File: config.mk
export PLATFORM = sky130hd
export DESIGN_NAME = ysyx_23060236_tlb
export DESIGN_NICKNAME = d
export VERILOG_FILES = /design/src/rtl/ysyx_23060236_tlb.sv
export SDC_FILE = /design/constraint.sdc
export NUM_CORES = 1
export LEC_CHECK = 0
export ABC_CLOCK_PERIOD_IN_PS = 16950
export BUFFER_PORTS_ARGS = -buffer_cell sky130_fd_sc_hd__buf_2
export CAP_MARGIN = 10
export CELL_PAD_IN_SITES_DETAIL_PLACEMENT = 0
export CELL_PAD_IN_SITES_GLOBAL_PLACEMENT = 2
export CORE_MARGIN = 10
export CORE_UTILIZATION = 49
export CTS_CLUSTER_DIAMETER = 200
export DETAILED_ROUTE_END_ITERATION = 7
export GPL_ROUTABILITY_DRIVEN = 0
export GPL_TIMING_DRIVEN = 0
export PLACE_DENSITY = 0.91
export SYNTH_ARGS = -nofsm -noshare
export SYNTH_HDL_FRONTEND = slang
export SYNTH_SLANG_ARGS = --single-unit
export TNS_END_PERCENT = 50
File: constraint.sdc
create_clock -name clock -period 16.95 [get_ports clock]
set_clock_uncertainty 0.1 [all_clocks]
set_input_delay 0 -clock clock [delete_from_list [all_inputs] [get_ports clock]]
set_output_delay 0 -clock clock [all_outputs]
set_load 0.03 [all_outputs]
File: src/rtl/ysyx_23060236_tlb.sv
// ---------------------------------------------------------------------------
// ysyx_23060236_tlb
//
// Fully associative TLB for the MMU. Caches VPN->PPN pairs (Sv32 leaf PPN).
// A lookup is registered: tlb_hit / tlb_rdata show the result one cycle after
// tlb_rvalid and hold it until the next lookup. The MMU refills entries after
// a page walk. sfence.vma or a satp write invalidates everything through
// tlb_flush.
//
// Ports
//   clock       in   1      system clock
//   reset_n     in   1      asynchronous reset, active low
//   tlb_rvalid  in   1      lookup request this cycle
//   tlb_araddr  in   VPN_W  lookup VPN
//   tlb_hit     out  1      registered: last lookup hit
//   tlb_rdata   out  PPN_W  registered: PPN of hit entry, 0 on miss
//   tlb_wvalid  in   1      refill strobe, one cycle
//   tlb_awaddr  in   VPN_W  refill VPN
//   tlb_wdata   in   PPN_W  refill PPN
//   tlb_flush   in   1      invalidate all entries
//   perf_hit    out  32     (TLB_PERF_EN only) saturating lookup-hit count
//   perf_miss   out  32     (TLB_PERF_EN only) saturating lookup-miss count
//
// Build option: define TLB_PERF_EN to add the perf_hit/perf_miss counters.
// They are not cleared by tlb_flush.
// ---------------------------------------------------------------------------
module ysyx_23060236_tlb #(
   parameter int ENTRIES = 16,
   parameter int VPN_W   = 20,
   parameter int PPN_W   = 20
) (
   input  logic             clock,
   input  logic             reset_n,
   input  logic             tlb_rvalid,
   input  logic [VPN_W-1:0] tlb_araddr,
   output logic             tlb_hit,
   output logic [PPN_W-1:0] tlb_rdata,
   input  logic             tlb_wvalid,
   input  logic [VPN_W-1:0] tlb_awaddr,
   input  logic [PPN_W-1:0] tlb_wdata,
   input  logic             tlb_flush
`ifdef TLB_PERF_EN
   ,
   output logic [31:0]      perf_hit,
   output logic [31:0]      perf_miss
`endif
);

   localparam int IDX_W = $clog2(ENTRIES);

   logic [ENTRIES-1:0] valid_q;
   logic [VPN_W-1:0]   vpn_q [ENTRIES];
   logic [PPN_W-1:0]   ppn_q [ENTRIES];
   logic [IDX_W-1:0]   victim_ptr;

   logic [ENTRIES-1:0] rd_match;
   logic               rd_hit;
   logic [PPN_W-1:0]   rd_ppn;

   logic               wr_match_any;
   logic [IDX_W-1:0]   wr_match_idx;
   logic               free_any;
   logic [IDX_W-1:0]   free_idx;
   logic [IDX_W-1:0]   wr_idx;
   logic               wr_evict;
   logic               wr_en;

   // Parallel lookup against every valid entry. Refill never creates
   // duplicate VPNs, so at most one entry matches and OR-ing the masked PPNs
   // selects it; with no match the result is naturally 0.
   always_comb begin
      rd_match = '0;
      rd_ppn   = '0;
      for (int i = 0; i < ENTRIES; i++) begin
         rd_match[i] = valid_q[i] && (vpn_q[i] == tlb_araddr);
         if (rd_match[i]) begin
            rd_ppn = rd_ppn | ppn_q[i];
         end
      end
   end

   assign rd_hit = |rd_match;

   // Refill target selection. Scanning from the top down lets the lowest
   // index win both for an existing VPN match and for a free slot.
   always_comb begin
      wr_match_any = 1'b0;
      wr_match_idx = '0;
      free_any     = 1'b0;
      free_idx     = '0;
      for (int i = ENTRIES - 1; i >= 0; i--) begin
         if (valid_q[i] && (vpn_q[i] == tlb_awaddr)) begin
            wr_match_any = 1'b1;
            wr_match_idx = IDX_W'(i);
         end
         if (!valid_q[i]) begin
            free_any = 1'b1;
            free_idx = IDX_W'(i);
         end
      end
   end

   // Priority: overwrite in place, else lowest free slot, else round-robin
   // victim. Only the victim case advances the pointer.
   always_comb begin
      wr_evict = 1'b0;
      if (wr_match_any) begin
         wr_idx = wr_match_idx;
      end else if (free_any) begin
         wr_idx = free_idx;
      end else begin
         wr_idx   = victim_ptr;
         wr_evict = 1'b1;
      end
   end

   // A flush drops any same-cycle refill.
   assign wr_en = tlb_wvalid && !tlb_flush;

   // Valid bits, victim pointer and the registered lookup result. Flush has
   // priority over a same-cycle lookup and refill. The pointer wraps
   // naturally because ENTRIES is a power of two.
   always_ff @(posedge clock or negedge reset_n) begin
      if (!reset_n) begin
         valid_q    <= '0;
         victim_ptr <= '0;
         tlb_hit    <= 1'b0;
         tlb_rdata  <= '0;
      end else if (tlb_flush) begin
         valid_q    <= '0;
         victim_ptr <= '0;
         tlb_hit    <= 1'b0;
         tlb_rdata  <= '0;
      end else begin
         if (tlb_rvalid) begin
            tlb_hit   <= rd_hit;
            tlb_rdata <= rd_ppn;
         end
         if (wr_en) begin
            valid_q[wr_idx] <= 1'b1;
            if (wr_evict) begin
               victim_ptr <= victim_ptr + IDX_W'(1);
            end
         end
      end
   end

   // Tag and data storage need no reset: an entry is only read while its
   // valid bit is set, and that bit is only set by a write here.
   always_ff @(posedge clock) begin
      if (wr_en) begin
         vpn_q[wr_idx] <= tlb_awaddr;
         ppn_q[wr_idx] <= tlb_wdata;
      end
   end

`ifdef TLB_PERF_EN
   // Saturating hit/miss counters, bumped on the same edge that registers
   // the lookup result. A lookup during a flush is reported as a miss and
   // is counted as one.
   always_ff @(posedge clock or negedge reset_n) begin
      if (!reset_n) begin
         perf_hit  <= '0;
         perf_miss <= '0;
      end else if (tlb_rvalid) begin
         if (rd_hit && !tlb_flush) begin
            if (perf_hit != 32'hFFFF_FFFF) begin
               perf_hit <= perf_hit + 32'd1;
            end
         end else begin
            if (perf_miss != 32'hFFFF_FFFF) begin
               perf_miss <= perf_miss + 32'd1;
            end
         end
      end
   end
`endif

endmodule

== Word level (Yosys, flattened, before mapping) ==
Memories as Yosys holds them, arrays and structs flattened.
Index checks and enable logic that the tools add are counted.

* Register bits after elaboration: 41
* Latch bits: 0
* Bits in writable memories: 640
* ROM bits: 0
* Input bits: 65
* Output and inout bits: 21
* Logic and storage cells: 194
* Memories: 2

* $add $sub $neg: 1
* Multipliers: 0
* Divide/modulo/power cells: 0
* $lt $le $gt $ge: 2
* Equality and inequality tests: 32
* Shift-type cells: 0
* Muxes and demuxes: 97
* Bitwise operators: 16
* Reduce and logical (&&, ||, !) cells: 40

{| class="wikitable"
|+ Memory list
! name !! words !! bits a word !! rd ports !! clocked after memory_dff !! write ports !! line !! source
|-
| ppn_q || 16 || 20 || 16 || 0 || 1 || 53 || <nowiki>logic [PPN_W-1:0] ppn_q [ENTRIES];</nowiki>
|-
| vpn_q || 16 || 20 || 16 || 0 || 1 || 52 || <nowiki>logic [VPN_W-1:0] vpn_q [ENTRIES];</nowiki>
|}

{| class="wikitable"
|+ Operator list
! operator !! count
|-
| $eq 20x20->1 || 32
|-
| $mux 20 || 18
|-
| $or 20x20->20 || 15
|-
| $mux 4 || 37
|-
| $mux 1 || 39
|-
| $logic_and 1x1->1 || 34
|-
| $mux 16 || 2
|-
| $or 16x16->16 || 1
|-
| $reduce_or 16->1 || 1
|-
| $reduce_bool 2->1 || 3
|-
| $lt 4x5->1 const B || 1
|-
| $add 4x1->4 const B || 1
|-
| $demux 1 s4 || 1
|-
| $ge 4x1->1 const B || 1
|-
| $reduce_and 2->1 || 1
|-
| $logic_not 1->1 || 1
|}

== Depth between registers and ports, before layout ==
* Depth after elaboration: 35
* Depth in mapped cells: 13
* Gate-level depth less buffers: 9

== Worst setup path after synthesis ==
Ideal clock, no wire load.

* Path type: flip-flop to flip-flop
* From: mem vpn_q[6][4]
* To: mem ppn_q[12][0] (enable)
* Library setup time: 487 ps
* Arrival: 5132 ps
* Data required time: 16363 ps
* Setup slack: 11231 ps
* Stages on the path, launching flop included: 12
* Path buffers: 2
* Period minus slack after synthesis: 5719 ps
* Cells stage by stage: edfxtp_1 xnor2_1 nand4_1 or4_1 or2_1 nand4_1 nand2b_1 o221ai_1 and2_1 buf_2 buf_6 nor3_1

{| class="wikitable"
|+ RTL lines
! what !! line
|-
| start: declaration || 52
|-
| end: declaration || 53
|}

== Worst setup path in the final report ==
* From: in tlb_awaddr[10]
* To: mem ppn_q[10][8] (enable)

* Longest elaborated chain between the ends: 19
* Elaborated cells between the ends (all ways): 65
* Classes of those cells: eq/ne: 16; mux: 33; reduce/logical: 16

{| class="wikitable"
|+ Ends and longest elaborated chain
! what !! line !! source
|-
| start: declaration || 39 || <nowiki>input logic [VPN_W-1:0] tlb_awaddr,</nowiki>
|-
| $eq 20x20->1 || 92 || <nowiki>if (valid_q[i] && (vpn_q[i] == tlb_awaddr)) begin</nowiki>
|-
| $logic_and 1x1->1 || 92 ||
|-
| $mux 4 / $mux 1 (equally long branches) (16 in series) || 92 ||
|-
| $mux 4 (*) || 107 || <nowiki>if (wr_match_any) begin</nowiki>
|}

Every way passes the cells marked *; elsewhere a longest branch is shown, timed or not.

==> impl_results.html <==
<table>
<tr><th>Metric</th><th>Value</th></tr>
<tr><th colspan="2">Run status</th></tr>
<tr><td>Result of the run</td><td>finished, violations left</td></tr>
<tr><td>Violations in the final reports</td><td>max-capacitance violations</td></tr>
<tr><th colspan="2">Logic synthesis</th></tr>
<tr><td>Post-synthesis share of cell area spent on full adders, half adders and majority gates</td><td>0.000403</td></tr>
<tr><td>Post-synthesis cell count</td><td>2159</td></tr>
<tr><td>Mean instance size in the synthesized netlist</td><td>14.4 sq um</td></tr>
<tr><td>EDFF count, synth</td><td>between 600 and 700</td></tr>
<tr><td>Xor and xnor fraction of the mapped netlist area</td><td>0.180</td></tr>
<tr><td>Portion of synthesized cell area occupied by the leading cell type</td><td>0.619</td></tr>
<tr><td>Synth Area in Compound Gates</td><td>0.0501</td></tr>
<tr><td>Largest family of logic cells by synthesized area</td><td>XOR/XNOR gates</td></tr>
<tr><td>Synth Register Bits</td><td>681</td></tr>
<tr><td>Post-synthesis instance area</td><td>31100 sq um</td></tr>
<tr><td>Total nets after synthesis</td><td>2225</td></tr>
<tr><td>Cell type with the highest aggregate area in the netlist</td><td>sky130_fd_sc_hd__edfxtp_1</td></tr>
<tr><td>Simple-gate share of the synthesized area</td><td>0.0905</td></tr>
<tr><td>Sequential fraction of the synthesis area</td><td>0.652</td></tr>
<tr><td>Largest cells by area after synthesis</td><td>sky130_fd_sc_hd__edfxtp_1, sky130_fd_sc_hd__xor2_1, sky130_fd_sc_hd__xnor2_1</td></tr>
<tr><td>Number of unique standard cell types used by synthesis</td><td>63</td></tr>
<tr><td>Warning count from the yosys run</td><td>0</td></tr>
<tr><td>Multiplexer fraction of the synthesized cell area</td><td>0.000322</td></tr>
<tr><td>Leading cell type by number of instances after synthesis</td><td>sky130_fd_sc_hd__edfxtp_1</td></tr>
<tr><td>Main flop type after synthesis</td><td>sky130_fd_sc_hd__edfxtp_1</td></tr>
<tr><td>Commonest cells in the netlist</td><td>sky130_fd_sc_hd__edfxtp_1, sky130_fd_sc_hd__xor2_1, sky130_fd_sc_hd__xnor2_1</td></tr>
<tr><td>Share of flip-flops with an asynchronous set or reset</td><td>0.0602</td></tr>
<tr><th colspan="2">Placement</th></tr>
<tr><td>Number of port buffers</td><td>63</td></tr>
<tr><td>DP Wirelength</td><td>slightly above 70000 microns</td></tr>
<tr><td>Post-placement cell area</td><td>33300 sq um</td></tr>
<tr><td>Number of placed instances with taps included</td><td>between 3000 and 4000</td></tr>
<tr><th colspan="2">Finish</th></tr>
<tr><td>Seq. cell area</td><td>20200 sq um</td></tr>
<tr><td>Area Growth Syn to Fin</td><td>16.6%</td></tr>
<tr><td>Finished Cell Area</td><td>36200 sq um</td></tr>
<tr><td>Post-Layout Cell Count</td><td>between 3000 and 4000</td></tr>
<tr><td>Net total in the final layout</td><td>~2500</td></tr>
<tr><td>Filler cells</td><td>4964</td></tr>
<tr><td>Area of the multi-input gates</td><td>between 10000 and 15000 sq um</td></tr>
<tr><td>Ratio of cells with drive above 1 in the final layout</td><td>0.139</td></tr>
<tr><th colspan="2">Pwr</th></tr>
<tr><td>Portion of total power attributed to sequential cells</td><td>0.498</td></tr>
<tr><td>Net switching power of the design</td><td>893 uW</td></tr>
<tr><td>Proportion of total power due to net switching</td><td>0.239</td></tr>
<tr><td>Logic pwr share</td><td>0.073</td></tr>
<tr><td>Pint</td><td>approximately 2800 uW</td></tr>
<tr><td>Post-route total power</td><td>3740 uW</td></tr>
<tr><td>Clock network power share</td><td>0.429</td></tr>
<tr><td>Static power due to leakage</td><td>between 0.01 and 0.015 uW</td></tr>
<tr><td>Peak supply drop</td><td>0.000124 V</td></tr>
<tr><td>Power per unit of standard cell area</td><td>103 nW/um^2</td></tr>
<tr><th colspan="2">Setup path</th></tr>
<tr><td>Data arrival time of the worst path</td><td>around 6.0 ns</td></tr>
<tr><td>Length in cells of the worst reg-to-reg path</td><td>14</td></tr>
<tr><td>Highest net fanout along the worst path</td><td>17</td></tr>
<tr><td>Data required time at the worst endpoint</td><td>17.20 ns</td></tr>
<tr><td>Crit end category</td><td>register</td></tr>
<tr><td>Nature of the critical path startpoint</td><td>primary input</td></tr>
<tr><td>Critical Setup Path Class</td><td>primary input to register</td></tr>
<tr><th colspan="2">Run</th></tr>
<tr><td>Max-cap viol count</td><td>1</td></tr>
<tr><th colspan="2">Clock tree</th></tr>
<tr><td>Postcts setup bufs</td><td>0</td></tr>
<tr><td>Count of clock tree sinks</td><td>between 600 and 700</td></tr>
<tr><td>Worst-path clk slew</td><td>0.06 ns</td></tr>
<tr><td>Clock latency on the worst-skew pair</td><td>roughly 0.65 ns</td></tr>
<tr><td>Bufs on Longest Clock Path</td><td>3</td></tr>
<tr><td>Number of buffers added by the clock tree synthesis step</td><td>73</td></tr>
<tr><td>CTS tree</td><td>yes</td></tr>
<tr><td>Maximum level of the CTS H-tree</td><td>3</td></tr>
<tr><td>Clock tree root driver cell</td><td>sky130_fd_sc_hd__clkbuf_16</td></tr>
<tr><th colspan="2">Drt</th></tr>
<tr><td>Initial DRT Pass Iterations</td><td>6</td></tr>
<tr><td>Routed vias/inst</td><td>~6.5</td></tr>
<tr><td>Routed len/inst</td><td>33.7 microns</td></tr>
<tr><td>Number of DRC markers after the initial detailed-route iteration</td><td>around 3300</td></tr>
<tr><td>Total number of vias</td><td>between 20000 and 25000</td></tr>
<tr><td>Total DRC errors in the routed layout</td><td>0</td></tr>
<tr><td>Remaining antenna violation count</td><td>0</td></tr>
<tr><td>Final wirelength</td><td>112000 microns</td></tr>
<tr><th colspan="2">Global routing</th></tr>
<tr><td>Maximum number of pins on one net before global-route repair</td><td>42</td></tr>
<tr><td>Antenna violations before repair</td><td>2</td></tr>
<tr><td>Wire length of the first global-routing pass</td><td>about 160000 microns</td></tr>
<tr><td>GR Util All Layers</td><td>0.296</td></tr>
<tr><td>Global route overflow</td><td>0</td></tr>
<tr><td>Via count of the first global-routing pass</td><td>between 20000 and 25000</td></tr>
<tr><th colspan="2">Floorplanning</th></tr>
<tr><td>Die width</td><td>272 microns</td></tr>
<tr><td>Std cell rows</td><td>92</td></tr>
<tr><td>Starting Density</td><td>0.493</td></tr>
<tr><td>Floorplan die height</td><td>272 microns</td></tr>
<tr><td>Die Outline Area</td><td>73900 sq um</td></tr>
<tr><td>Total I/O pin count</td><td>86</td></tr>
<tr><td>Core Area</td><td>63000 sq um</td></tr>
<tr><th colspan="2">Hold path</th></tr>
<tr><td>Number of cells on the worst hold path</td><td>2</td></tr>
<tr><td>Worst hold-check path type</td><td>primary input to register</td></tr>
<tr><th colspan="2">STA</th></tr>
<tr><td>Relative slew slack</td><td>0.00842</td></tr>
<tr><td>Final count of pins violating max slew</td><td>0</td></tr>
<tr><td>Finish-stage setup viols</td><td>0</td></tr>
<tr><td>Minimum clock period after layout</td><td>5.78 ns</td></tr>
<tr><td>Number of hold violations in the final report</td><td>0</td></tr>
<tr><td>Summed negative setup slack over all endpoints</td><td>0 ns</td></tr>
<tr><td>F_max</td><td>0.173 GHz</td></tr>
<tr><td>Worst-margin pin slew</td><td>1.47 ns</td></tr>
<tr><td>Post-route clock period utilization</td><td>0.341</td></tr>
<tr><td>Unrepaired setup endpoints after global routing</td><td>no</td></tr>
</table>
==> sequential cells by signal, summed over array words and instances, names as in the netlist <==
name,flops
ppn_q,320
tlb_hit,1
tlb_rdata,20
valid_q,16
victim_ptr,4
vpn_q,320
==> path summary, 6_finish.rpt <==
check | from | to | slack [ns]
setup / recovery | tlb_awaddr[10] | ppn_q[10][8] | 11.17
hold / removal | tlb_wdata[5] | ppn_q[13][5] | 0.14
setup reg to reg | vpn_q[6][4] | ppn_q[10][8] | 11.95
hold reg to reg | tlb_rdata[2] | tlb_rdata[2] | 0.44
max in group asynchronous | reset_n | tlb_rdata[14] | 15.84
min in group asynchronous | reset_n | valid_q[9] | 0.33
==> power by group through the flow <==
stage	clock (uW)	combinational [uW]	sequential, uW
after floorplan	0	132	1900
after global placement	0	246	1900
after detailed placement	0	256	1900
after CTS	1600	265	1860
after global routing	1670	282	1860
final	1600	274	1860
==> cell usage in the layout (no fill, tap or decap), types with 7 or more instances in the layout <==
master,count
sky130_fd_sc_hd__xor2_1,340
sky130_fd_sc_hd__buf_2,103
sky130_fd_sc_hd__xnor2_1,299
sky130_fd_sc_hd__a22oi_1,81
sky130_fd_sc_hd__dfrtp_1,41
sky130_fd_sc_hd__a22o_1,20
sky130_fd_sc_hd__nor2_1,52
sky130_fd_sc_hd__nor3_1,45
sky130_fd_sc_hd__a221oi_1,20
sky130_fd_sc_hd__nor4_1,102
sky130_fd_sc_hd__clkinv_1,15
sky130_fd_sc_hd__buf_6,63
sky130_fd_sc_hd__clkbuf_1,63
sky130_fd_sc_hd__o32ai_1,11
sky130_fd_sc_hd__nand3_1,27
sky130_fd_sc_hd__nor3b_1,7
sky130_fd_sc_hd__edfxtp_1,640
sky130_fd_sc_hd__nor3_2,12
sky130_fd_sc_hd__dlygate4sd3_1,45
sky130_fd_sc_hd__nand4_1,162
sky130_fd_sc_hd__a222oi_1,20
sky130_fd_sc_hd__clkbuf_16,73
sky130_fd_sc_hd__buf_8,11
sky130_fd_sc_hd__buf_4,24
sky130_fd_sc_hd__or2_2,7
sky130_fd_sc_hd__nand2_1,39
sky130_fd_sc_hd__inv_1,23
==> routing by layer <==
metal	share of wire	track usage
met3	0.11	0.0662
met5	0	0
met2	0.45	0.462
met1	0.36	0.365
met4	0.078	0.204
==> cells by family (layout without fill, tap and decap cells) <==
| family | after synthesis | after routing |
|---|---|---|
| and+or+nand+nor | 495 | 495 |
| other | 0 | 2 |
| muxes | 1 | 1 |
| buffers and inverters | 150 | 452 |
| AOI/OAI and AO/OA | 192 | 192 |
| xor gates and xnor gates | 639 | 639 |
| adders and majority gates | 1 | 1 |
| DFF | 681 | 681 |
==> stage by stage <==
stage	hold slack [ns]	setup slack, ns	util
2_1_floorplan	-0.396	11.23	-
3_3_place_gp	0.178	6.92	0.515
3_5_place_dp	0.236	11.30	0.529
4_1_cts	0.0991	11.44	0.574
5_1_grt	0.171	11.22	0.575
6_report	0.140	11.17	0.575
==> critical path, stage by stage <==
cell                            delay (ns)
sky130_fd_sc_hd__dlygate4sd3_1        0.55
sky130_fd_sc_hd__buf_2                0.62
sky130_fd_sc_hd__buf_4                0.38
sky130_fd_sc_hd__buf_4                0.38
sky130_fd_sc_hd__xnor2_1              0.17
sky130_fd_sc_hd__nand4_1              0.15
sky130_fd_sc_hd__nor4_1               0.44
sky130_fd_sc_hd__nand4_1              0.38
sky130_fd_sc_hd__nand2b_1             0.26
sky130_fd_sc_hd__a311oi_1             0.33
sky130_fd_sc_hd__o221ai_1             0.22
sky130_fd_sc_hd__and2_1               0.20
sky130_fd_sc_hd__buf_2                0.18
sky130_fd_sc_hd__buf_6                0.18
sky130_fd_sc_hd__nor3_2               0.91
sky130_fd_sc_hd__buf_8                0.25
sky130_fd_sc_hd__buf_6                0.19
sky130_fd_sc_hd__buf_6                0.19
==> layout make-up <==
cell class,count,share of cell area
Multi-Input combinational cell,1328,0.279
Inverter,23,0.00238
Sequential cell,681,0.559
Timing Repair Buffer,171,0.0426
Tap cell,846,0.0292
Clock inverter,33,0.0120
Buffer,127,0.0208
Clock buffer,98,0.0547
Antenna cell,2,0.000138
==> what timing repair did <==
item,4_1_cts,5_1_grt
endpoints found under the hold margin,708,20
hold buffers,44,1
gates resized for setup,0,0
Power figures use the tool's default switching activity.
